===== config.mk =====
export PLATFORM = sky130hd
export DESIGN_NAME = pwm_deadtime_gen
export DESIGN_NICKNAME = d
export VERILOG_FILES = /design/src/rtl/pwm_pkg.sv /design/src/rtl/pwm_dt_counter.sv /design/src/rtl/pwm_deadtime_gen.sv
export SDC_FILE = /design/constraint.sdc
export NUM_CORES = 1
export LEC_CHECK = 0
export ABC_AREA = 1
export CAP_MARGIN = 20
export CORE_ASPECT_RATIO = 0.9
export CORE_MARGIN = 10
export CORE_UTILIZATION = 32
export DETAILED_ROUTE_END_ITERATION = 7
export SETUP_SLACK_MARGIN = 0.02
export SLEW_MARGIN = 0
export SYNTH_ARGS = -nofsm -noshare
export SYNTH_HDL_FRONTEND = slang
export SYNTH_SLANG_ARGS = --single-unit

===== constraint.sdc =====
create_clock -name clk -period 1.6 [get_ports clk]
set_input_delay 0.32 -clock clk [delete_from_list [all_inputs] [get_ports clk]]
set_output_delay 0.32 -clock clk [all_outputs]
set_load 0.02 [all_outputs]

===== src/rtl/pwm_pkg.sv =====
// Shared types and defaults for the PWM dead-time inserter.
package pwm_pkg;

    localparam int unsigned DT_W_DEFAULT = 8;

    typedef enum logic [1:0] {
        DT_IDLE,
        DT_DEAD,
        DT_HI,
        DT_LO
    } dt_state_e;

endpackage


===== src/rtl/pwm_dt_counter.sv =====
// Loadable down-counter timing the dead interval; expire flags the last dead cycle.
module pwm_dt_counter
    import pwm_pkg::*;
#(
    parameter int unsigned DT_W = DT_W_DEFAULT
) (
    input  logic            clk,
    input  logic            rst,
    input  logic            load,
    input  logic [DT_W-1:0] load_val,
    output logic            expire
);

    logic [DT_W-1:0] cnt_q, cnt_d;

    // Saturates at zero so a long idle period never wraps into a false expiry.
    always_comb begin
        cnt_d = cnt_q;
        if (load) begin
            cnt_d = load_val;
        end else if (cnt_q != '0) begin
            cnt_d = cnt_q - 1'b1;
        end
    end

    always_ff @(posedge clk) begin
        if (rst) begin
            cnt_q <= '0;
        end else begin
            cnt_q <= cnt_d;
        end
    end

    assign expire = (cnt_q == DT_W'(1));

endmodule


===== src/rtl/pwm_deadtime_gen.sv =====
// Complementary gate-drive generator with dead-time insertion and fault/enable shutdown.
// Define PWM_DT_FAULT_LATCH_EN to make faults sticky until fault_clr.
module pwm_deadtime_gen
    import pwm_pkg::*;
#(
    parameter int unsigned DT_W = DT_W_DEFAULT
) (
    input  logic            clk,
    input  logic            rst,
    input  logic            en,
    input  logic            pwm_in,
    input  logic [DT_W-1:0] dead_cycles,
    input  logic            fault,
    input  logic            fault_clr,
    output logic            pwm_hi,
    output logic            pwm_lo,
    output logic            dead_active,
    output logic            fault_latched
);

    dt_state_e       state_q, state_d;
    logic            pwm_hi_q, pwm_hi_d;
    logic            pwm_lo_q, pwm_lo_d;
    logic            dead_q, dead_d;
    logic            fault_latched_q, fault_latched_d;
    logic            shutdown;
    logic            cnt_load;
    logic            cnt_expire;
    logic [DT_W-1:0] dead_len;

    assign dead_len = (dead_cycles == '0) ? DT_W'(1) : dead_cycles;

`ifdef PWM_DT_FAULT_LATCH_EN
    // A fault in the same cycle as a clear keeps the latch set.
    always_comb begin
        fault_latched_d = fault_latched_q;
        if (fault) begin
            fault_latched_d = 1'b1;
        end else if (fault_clr) begin
            fault_latched_d = 1'b0;
        end
    end
`else
    logic unused_fault_clr;
    assign unused_fault_clr = fault_clr;
    assign fault_latched_d  = 1'b0;
`endif

    assign shutdown = ~en | fault | fault_latched_q;

    always_comb begin
        state_d  = state_q;
        cnt_load = 1'b0;
        if (shutdown) begin
            state_d = DT_IDLE;
        end else begin
            unique case (state_q)
                DT_IDLE: begin
                    state_d  = DT_DEAD;
                    cnt_load = 1'b1;
                end
                DT_DEAD: begin
                    if (cnt_expire) begin
                        state_d = pwm_in ? DT_HI : DT_LO;
                    end
                end
                DT_HI: begin
                    if (!pwm_in) begin
                        state_d  = DT_DEAD;
                        cnt_load = 1'b1;
                    end
                end
                DT_LO: begin
                    if (pwm_in) begin
                        state_d  = DT_DEAD;
                        cnt_load = 1'b1;
                    end
                end
                default: state_d = DT_IDLE;
            endcase
        end
        // Outputs decode the next state so they change on the same edge as the state.
        pwm_hi_d = (state_d == DT_HI);
        pwm_lo_d = (state_d == DT_LO);
        dead_d   = (state_d == DT_DEAD);
    end

    always_ff @(posedge clk) begin
        if (rst) begin
            state_q         <= DT_IDLE;
            pwm_hi_q        <= 1'b0;
            pwm_lo_q        <= 1'b0;
            dead_q          <= 1'b0;
            fault_latched_q <= 1'b0;
        end else begin
            state_q         <= state_d;
            pwm_hi_q        <= pwm_hi_d;
            pwm_lo_q        <= pwm_lo_d;
            dead_q          <= dead_d;
            fault_latched_q <= fault_latched_d;
        end
    end

    pwm_dt_counter #(
        .DT_W(DT_W)
    ) u_counter (
        .clk      (clk),
        .rst      (rst),
        .load     (cnt_load),
        .load_val (dead_len),
        .expire   (cnt_expire)
    );

    assign pwm_hi        = pwm_hi_q;
    assign pwm_lo        = pwm_lo_q;
    assign dead_active   = dead_q;
    assign fault_latched = fault_latched_q;

endmodule

==> results of run 1 <==
## cells in the final DEF (no fill, tap or decap), types with 3 or more instances in the layout
| cell type | Yosys | layout |
|---|---|---|
| nor2_2 | 4 | 4 |
| nand2_1 | 25 | 25 |
| buf_4 | 1 | 6 |
| clkdlybuf4s50_1 | 0 | 15 |
| dfxtp_1 | 13 | 13 |
| nand4_1 | 3 | 3 |
| nand3_1 | 9 | 9 |
| a21oi_1 | 4 | 4 |
| clkbuf_4 | 0 | 3 |
| inv_1 | 27 | 27 |
| nor2_1 | 21 | 21 |
## state kept, by name, summed over array words and instances, names as in the netlist
| signal | cells |
|---|---|
| u_counter.cnt_q | 8 |
| state_q | 2 |
| pwm_lo | 1 |
| pwm_hi | 1 |
| dead_active | 1 |
## where the power goes
group,internal [mW],leakage (nW),switching (mW)
combinational,0.286,0.414,0.453
clock,0.0968,0.0150,0.108
sequential,0.415,0.107,0.0551
total,0.798,0.536,0.616
## routing by layer
| layer | share of wire | vias up |
|---|---|---|
| met5 | 0 | - |
| met4 | 0.017 | 0 |
| met3 | 0.051 | 4 |
| met2 | 0.46 | 18 |
| met1 | 0.47 | 343 |
| li1 | - | 437 |
## metrics by stage
stage	cell area (µm²)	utilization	total power, mW	TNS (ps)
after floorplan	827	-	1.05	0
after global placement	1040	0.421	1.20	-351
after detailed placement	1040	0.421	1.21	-560
after CTS	1060	0.432	1.42	0
after global routing	1060	0.432	1.58	0
final	1060	0.432	1.41	0
## kinds of logic after synthesis
| family | after synthesis | synth area share |
|---|---|---|
| AOI/OAI and AO/OA | 12 | 0.0893 |
| adders and majority gates | 2 | 0.0303 |
| xor gates and xnor gates | 2 | 0.0212 |
| DFF | 13 | 0.315 |
| other | 1 | 0.00453 |
| buffers and inverters | 31 | 0.154 |
| and+or+nand+nor | 68 | 0.386 |
## cell type report
cell class / count / share of cell area
Inverter: 29 / 0.102
Clock buffer: 4 / 0.0247
Timing Repair Buffer: 21 / 0.183
Multi-Input combinational cell: 85 / 0.412
Tap cell: 28 / 0.0329
Sequential cell: 13 / 0.244
## path summary, 6_finish.rpt
kind	start	to	slack (ps)	cells past startpoint
worst max-delay path	dead_active	dead_active	90	1
worst min-delay path	u_counter.cnt_q[1]	u_counter.cnt_q[1]	500	2
worst max register to register	u_counter.cnt_q[0]	u_counter.cnt_q[4]	200	7
worst min register to register	u_counter.cnt_q[1]	u_counter.cnt_q[1]	500	2
==> metrics.md, run 1 <==
| Metric | Value |
|---|---|
| Run status | `finished, final reports clean` |
| Synth Warn # | `0` |
| N_diodes | `0` |
| Synth unique cells | `24` |
| Clk Latency, worst-skew pair | `around 280 ps` |
| GR Util met1 | `0.100` |
| Pin count of the biggest net entering global routing | `8` |
| Post-Synthesis Cells | `around 130` |
| Layout filler cell count | `263` |
| DPL Wire Length | `1530 µm` |
| DR vias/cell | `approximately 4.5` |
| CTS H-tree lvls | `1` |
| Number of synthesized flops with an enable pin | `0` |
| RSZ-0062 raised after global routing | `no` |
| Post-CTS Setup Inserts | `0` |
| Most frequent cell after synthesis | `inv_1` |
| GRT Residual Overflow | `0` |
| Average wire per standard cell | `between 10 and 15 µm` |
| Final Hold Viols | `0` |
| Synth Net Count | `between 100 and 150` |
| Ports | `18` |
| Die area | `about 5000 µm²` |
| Startpoint types | `register` |
| CP max FO | `1` |
| CP max stage cell | `clkdlybuf4s50_1` |
| Total wire length | `~1900 µm` |
| Initial drt markers | `19` |
| CTS tree | `built` |
| CTS buffer count | `3` |
| Routed Antenna Nets | `0` |
| Worst Path Required | `roughly 1300 ps` |
| Height of the die | `between 60 and 70 µm` |
| Hold_buf cts | `0` |
| Crit Path Class | `reg2out` |
| Root buf cell | `clkbuf_4` |
| Layout Cells excl Fill | `180` |
| GRT met2 Usage | `0.123` |
| Sequential share of the synthesized area | `0.315` |
| Crit-path cells | `clkdlybuf4s50_1` |
| Primary FF master, synth | `dfxtp_1` |
| Final Max Tran Viols | `0` |
| Tmin final | `around 1500 ps` |
| Cell Area, Synth | `827 µm²` |
| CTS-repair resized insts | `0` |
| Synth top area share | `0.315` |
| Crit end category | `primary output` |
| Peak supply drop | `~730 µV` |
| Vias in the first global route | `~760` |
| Worst Path Buf+Inv | `1` |
| Total core area | `between 2000 and 2500 µm²` |
| Clock-pin slew on the worst setup and hold paths | `around 80 ps` |
| Critical path's largest stage delay | `600 ps` |
| Commonest cells in the netlist | `inv_1, nand2_1, nor2_1, dfxtp_1, nand3_1` |
| Max clock buf depth | `2` |
| CP delay by family, top | `buffers and inverters` |
| Leakage | `between 0.5 and 0.6 nW` |
| P&R area growth vs syn | `28.7%` |
| Placed cell count | `~180` |
| First drt pass iteration count | `6` |
| Area leader, netlist | `dfxtp_1` |
| IO buf count | `15` |
| Max frequency | `660 MHz` |
| Multi-input logic area | `439 µm²` |
| CTS Sinks | `13` |
| CP arrival | `~1200 ps` |
| M3 GR Usage | `0.0289` |
| Max Cap Viol | `0` |
| GRT Overall Usage | `0.0805` |
| Final worst setup slack | `roughly 86 ps` |
| Share of flip-flops with an asynchronous set or reset | `0` |
| Grt peak-use layer | `met2` |
| Gpl congestion | `0.822` |
| Clock skew | `approximately 5.7 ps` |
| Final setup viols | `0` |
| Minimum hold slack | `504 ps` |
| Row cnt | `17` |
| Initial antenna violation count | `0` |
| Synthesized area per cell | `6.41 µm²` |
| Top cells by area, synth | `dfxtp_1, inv_1, nand2_1` |
| DIE WIDTH | `between 70 and 80 µm` |
| Setup slack at placement | `-121 ps` |
| Drc violations | `0` |
| PwrDens | `roughly 1300 nW/µm²` |
| Hold Crit Class | `reg2reg` |
| Layout cell share with drive strength beyond 1 | `0.151` |
| Nets | `~170` |
| First-pass GRT wire length | `3210 µm` |
| Post-route clock period utilization | `0.946` |
| Area occupied by registers | `about 260 µm²` |
| Via count | `approximately 800` |
| Initial Util | `0.335` |
| Post-synthesis register bit count | `13` |
No activity file was read; power rests on OpenSTA's default activity.
==> run 2: changes to the inputs <==
--- a/config.mk
+++ b/config.mk
@@ -11,6 +11,7 @@
 export CORE_MARGIN = 10
 export CORE_UTILIZATION = 32
 export DETAILED_ROUTE_END_ITERATION = 7
+export HOLD_SLACK_MARGIN = 0.06
 export SETUP_SLACK_MARGIN = 0.02
 export SLEW_MARGIN = 0
 export SYNTH_ARGS = -nofsm -noshare
==> results of run 2 <==
The final DEF is identical to that of run 1; final timing and power are the same.
==> run 3: changes to the inputs <==
--- a/config.mk
+++ b/config.mk
@@ -13,6 +13,7 @@
 export DETAILED_ROUTE_END_ITERATION = 7
 export HOLD_SLACK_MARGIN = 0.06
 export SETUP_SLACK_MARGIN = 0.02
+export SKIP_LAST_GASP = 1
 export SLEW_MARGIN = 0
 export SYNTH_ARGS = -nofsm -noshare
 export SYNTH_HDL_FRONTEND = slang
==> constraint.sdc (replaced) <==
create_clock -name clk -period 1.8 [get_ports clk]
set_input_delay 0.36 -clock clk [delete_from_list [all_inputs] [get_ports clk]]
set_output_delay 0.36 -clock clk [all_outputs]
set_load 0.02 [all_outputs]
==> metrics.md, run 3 (synthesis results as in run 1) <==
| Metric | Value |
|---|---|
| CP delay by family, top | `buffers and inverters (unchanged)` |
| First drt pass iteration count | `4 (was 6)` |
| N_diodes | `0 (unchanged)` |
| DR vias/cell | `4.50 (was 4.46)` |
| Clock skew | `0.440 ps (was 5.71 ps)` |
| Total core area | `2470 µm² (unchanged)` |
| Layout cell share with drive strength beyond 1 | `0.122 (was 0.151)` |
| Post-route clock period utilization | `0.861` |
| Max Cap Viol | `0 (unchanged)` |
| Initial drt markers | `13 (was 19)` |
| Max frequency | `645 MHz` |
| Placed cell count | `171 (was 176)` |
| Setup_tns | `0 ps (unchanged)` |
| Hold Crit Class | `reg2reg (unchanged)` |
| Peak supply drop | `491 µV (was 732 µV)` |
| Vias in the first global route | `754 (was 761)` |
| Routed Antenna Nets | `0 (unchanged)` |
| Height of the die | `68.2 µm (unchanged)` |
| CTS Sinks | `13 (unchanged)` |
| Top reg by flops | `u_counter.cnt_q (unchanged)` |
| Die area | `5020 µm² (unchanged)` |
| CTS buffer count | `3 (unchanged)` |
| Final Max Tran Viols | `0 (unchanged)` |
| Critical path's largest stage delay | `600 ps (about the same)` |
| Worst Path Required | `1440 ps (was 1280 ps)` |
| CP arrival | `1190 ps (about the same)` |
| Leakage | `0.513 nW (was 0.536 nW)` |
| Crit Path Class | `reg2out (unchanged)` |
| Pin count of the biggest net entering global routing | `10 (was 8)` |
| Clock-pin slew on the worst setup and hold paths | `80 ps (about the same)` |
| Via count | `787 (was 802)` |
| P&R area growth vs syn | `24.2% (was 28.7%)` |
| GRT Overall Usage | `0.0760 (was 0.0805)` |
| PwrDens | `1210 nW/µm² (was 1330 nW/µm²)` |
| Post-CTS Setup Inserts | `0 (unchanged)` |
| Layout Cells excl Fill | `175 (was 180)` |
| Startpoint types | `register (unchanged)` |
| RSZ-0062 raised after global routing | `no (unchanged)` |
| Hold_buf cts | `0 (unchanged)` |
| DP Area | `1000 µm² (was 1040 µm²)` |
| Drc violations | `0 (unchanged)` |
| Worst Path Buf+Inv | `1 (unchanged)` |
| Final worst setup slack | `250 ps (was 85.7 ps)` |
| Clk Latency, worst-skew pair | `280 ps (about the same)` |
| Minimum hold slack | `513 ps (was 504 ps)` |
| CTS-repair resized insts | `0 (unchanged)` |
| Tmin final | `about 1600 ps` |
| First-pass GRT wire length | `3130 µm (was 3210 µm)` |
| Row cnt | `17 (unchanged)` |
| CP max stage cell | `clkdlybuf4s50_1 (unchanged)` |
| DPL Wire Length | `1500 µm (was 1530 µm)` |
| Root buf cell | `clkbuf_4 (unchanged)` |
| GRT Residual Overflow | `0 (unchanged)` |
| Finished Cell Area | `1030 µm² (was 1060 µm²)` |
| CTS H-tree lvls | `1 (unchanged)` |
| Max clock buf depth | `2 (unchanged)` |
| CP max FO | `1 (unchanged)` |
| Ports | `18 (unchanged)` |
| Run status | `finished, final reports clean (unchanged)` |
| Final Hold Viols | `0 (unchanged)` |
| Initial antenna violation count | `0 (unchanged)` |
| Most frequent cells in the layout | `inv_1, nand2_1, nor2_1 (unchanged)` |
| Largest registers | `u_counter.cnt_q: 8 flops, state_q: 2 flops (unchanged)` |
| Gpl congestion | `0.811 (was 0.822)` |
| Initial Util | `0.335 (unchanged)` |
| Average wire per standard cell | `10.2 µm (was 10.3 µm)` |
| Crit-path cells | `clkdlybuf4s50_1 (unchanged)` |
| Number of flip-flops in the largest register | `8 (unchanged)` |
| Nets | `164 (was 169)` |
| Crit end category | `primary output (unchanged)` |
| Final setup viols | `0 (unchanged)` |
| Layout filler cell count | `282 (was 263)` |
| CTS tree | `built (unchanged)` |
| DIE WIDTH | `73.6 µm (unchanged)` |
| Setup slack at placement | `31.9 ps (was -121 ps)` |
| Total wire length | `1780 µm (was 1850 µm)` |
| Most common cell after layout, fill and taps aside | `inv_1 (unchanged)` |
| IO buf count | `15 (unchanged)` |
[run 3: cell count changes in the layout (fill, tap and decap cells not counted)]
cell   delta
buf_4     -5
[run 3: per-layer routing]
| layer | vias to the layer above | part of all wire | track usage |
|---|---|---|---|
| li1 | 426 | - | - |
| met3 | 4 | 0.039 | 0.0173 |
| met4 | 0 | 0.016 | 0.0395 |
| met5 | - | 0 | 0 |
| met2 | 14 | 0.47 | 0.121 |
| met1 | 343 | 0.47 | 0.0937 |
[run 3: power breakdown]
part | total [mW] | internal, mW | switching [mW]
Clock | 0.190 | 0.0861 | 0.103
Combinational | 0.636 | 0.246 | 0.390
Sequential | 0.422 | 0.369 | 0.0528
Total | 1.25 | 0.701 | 0.546
[run 3: stage by stage]
stage,power [mW],utilization
detailed placement,1.06,0.406
floorplan,0.929,-
global route,1.38,0.416
global placement,1.06,0.406
finish,1.25,0.416
CTS,1.25,0.416
[run 3: worst paths after layout]
path	startpoint	endpoint	slack [ps]	cells after the start
hold reg to reg	u_counter.cnt_q[1]	u_counter.cnt_q[1]	510	2
setup / recovery	pwm_lo	pwm_lo	250	1
setup reg to reg	u_counter.cnt_q[0]	u_counter.cnt_q[4]	440	7
hold / removal	u_counter.cnt_q[1]	u_counter.cnt_q[1]	510	2
[run 3: final cells by class]
type	count	area (µm²)	area share
multi-input cells	85	439	0.428
flip-flops and latches	13	260	0.253
repair buffers	16	158	0.153
inverters	29	109	0.106
well taps	28	35.0	0.0341
clock buffers	4	26.3	0.0256
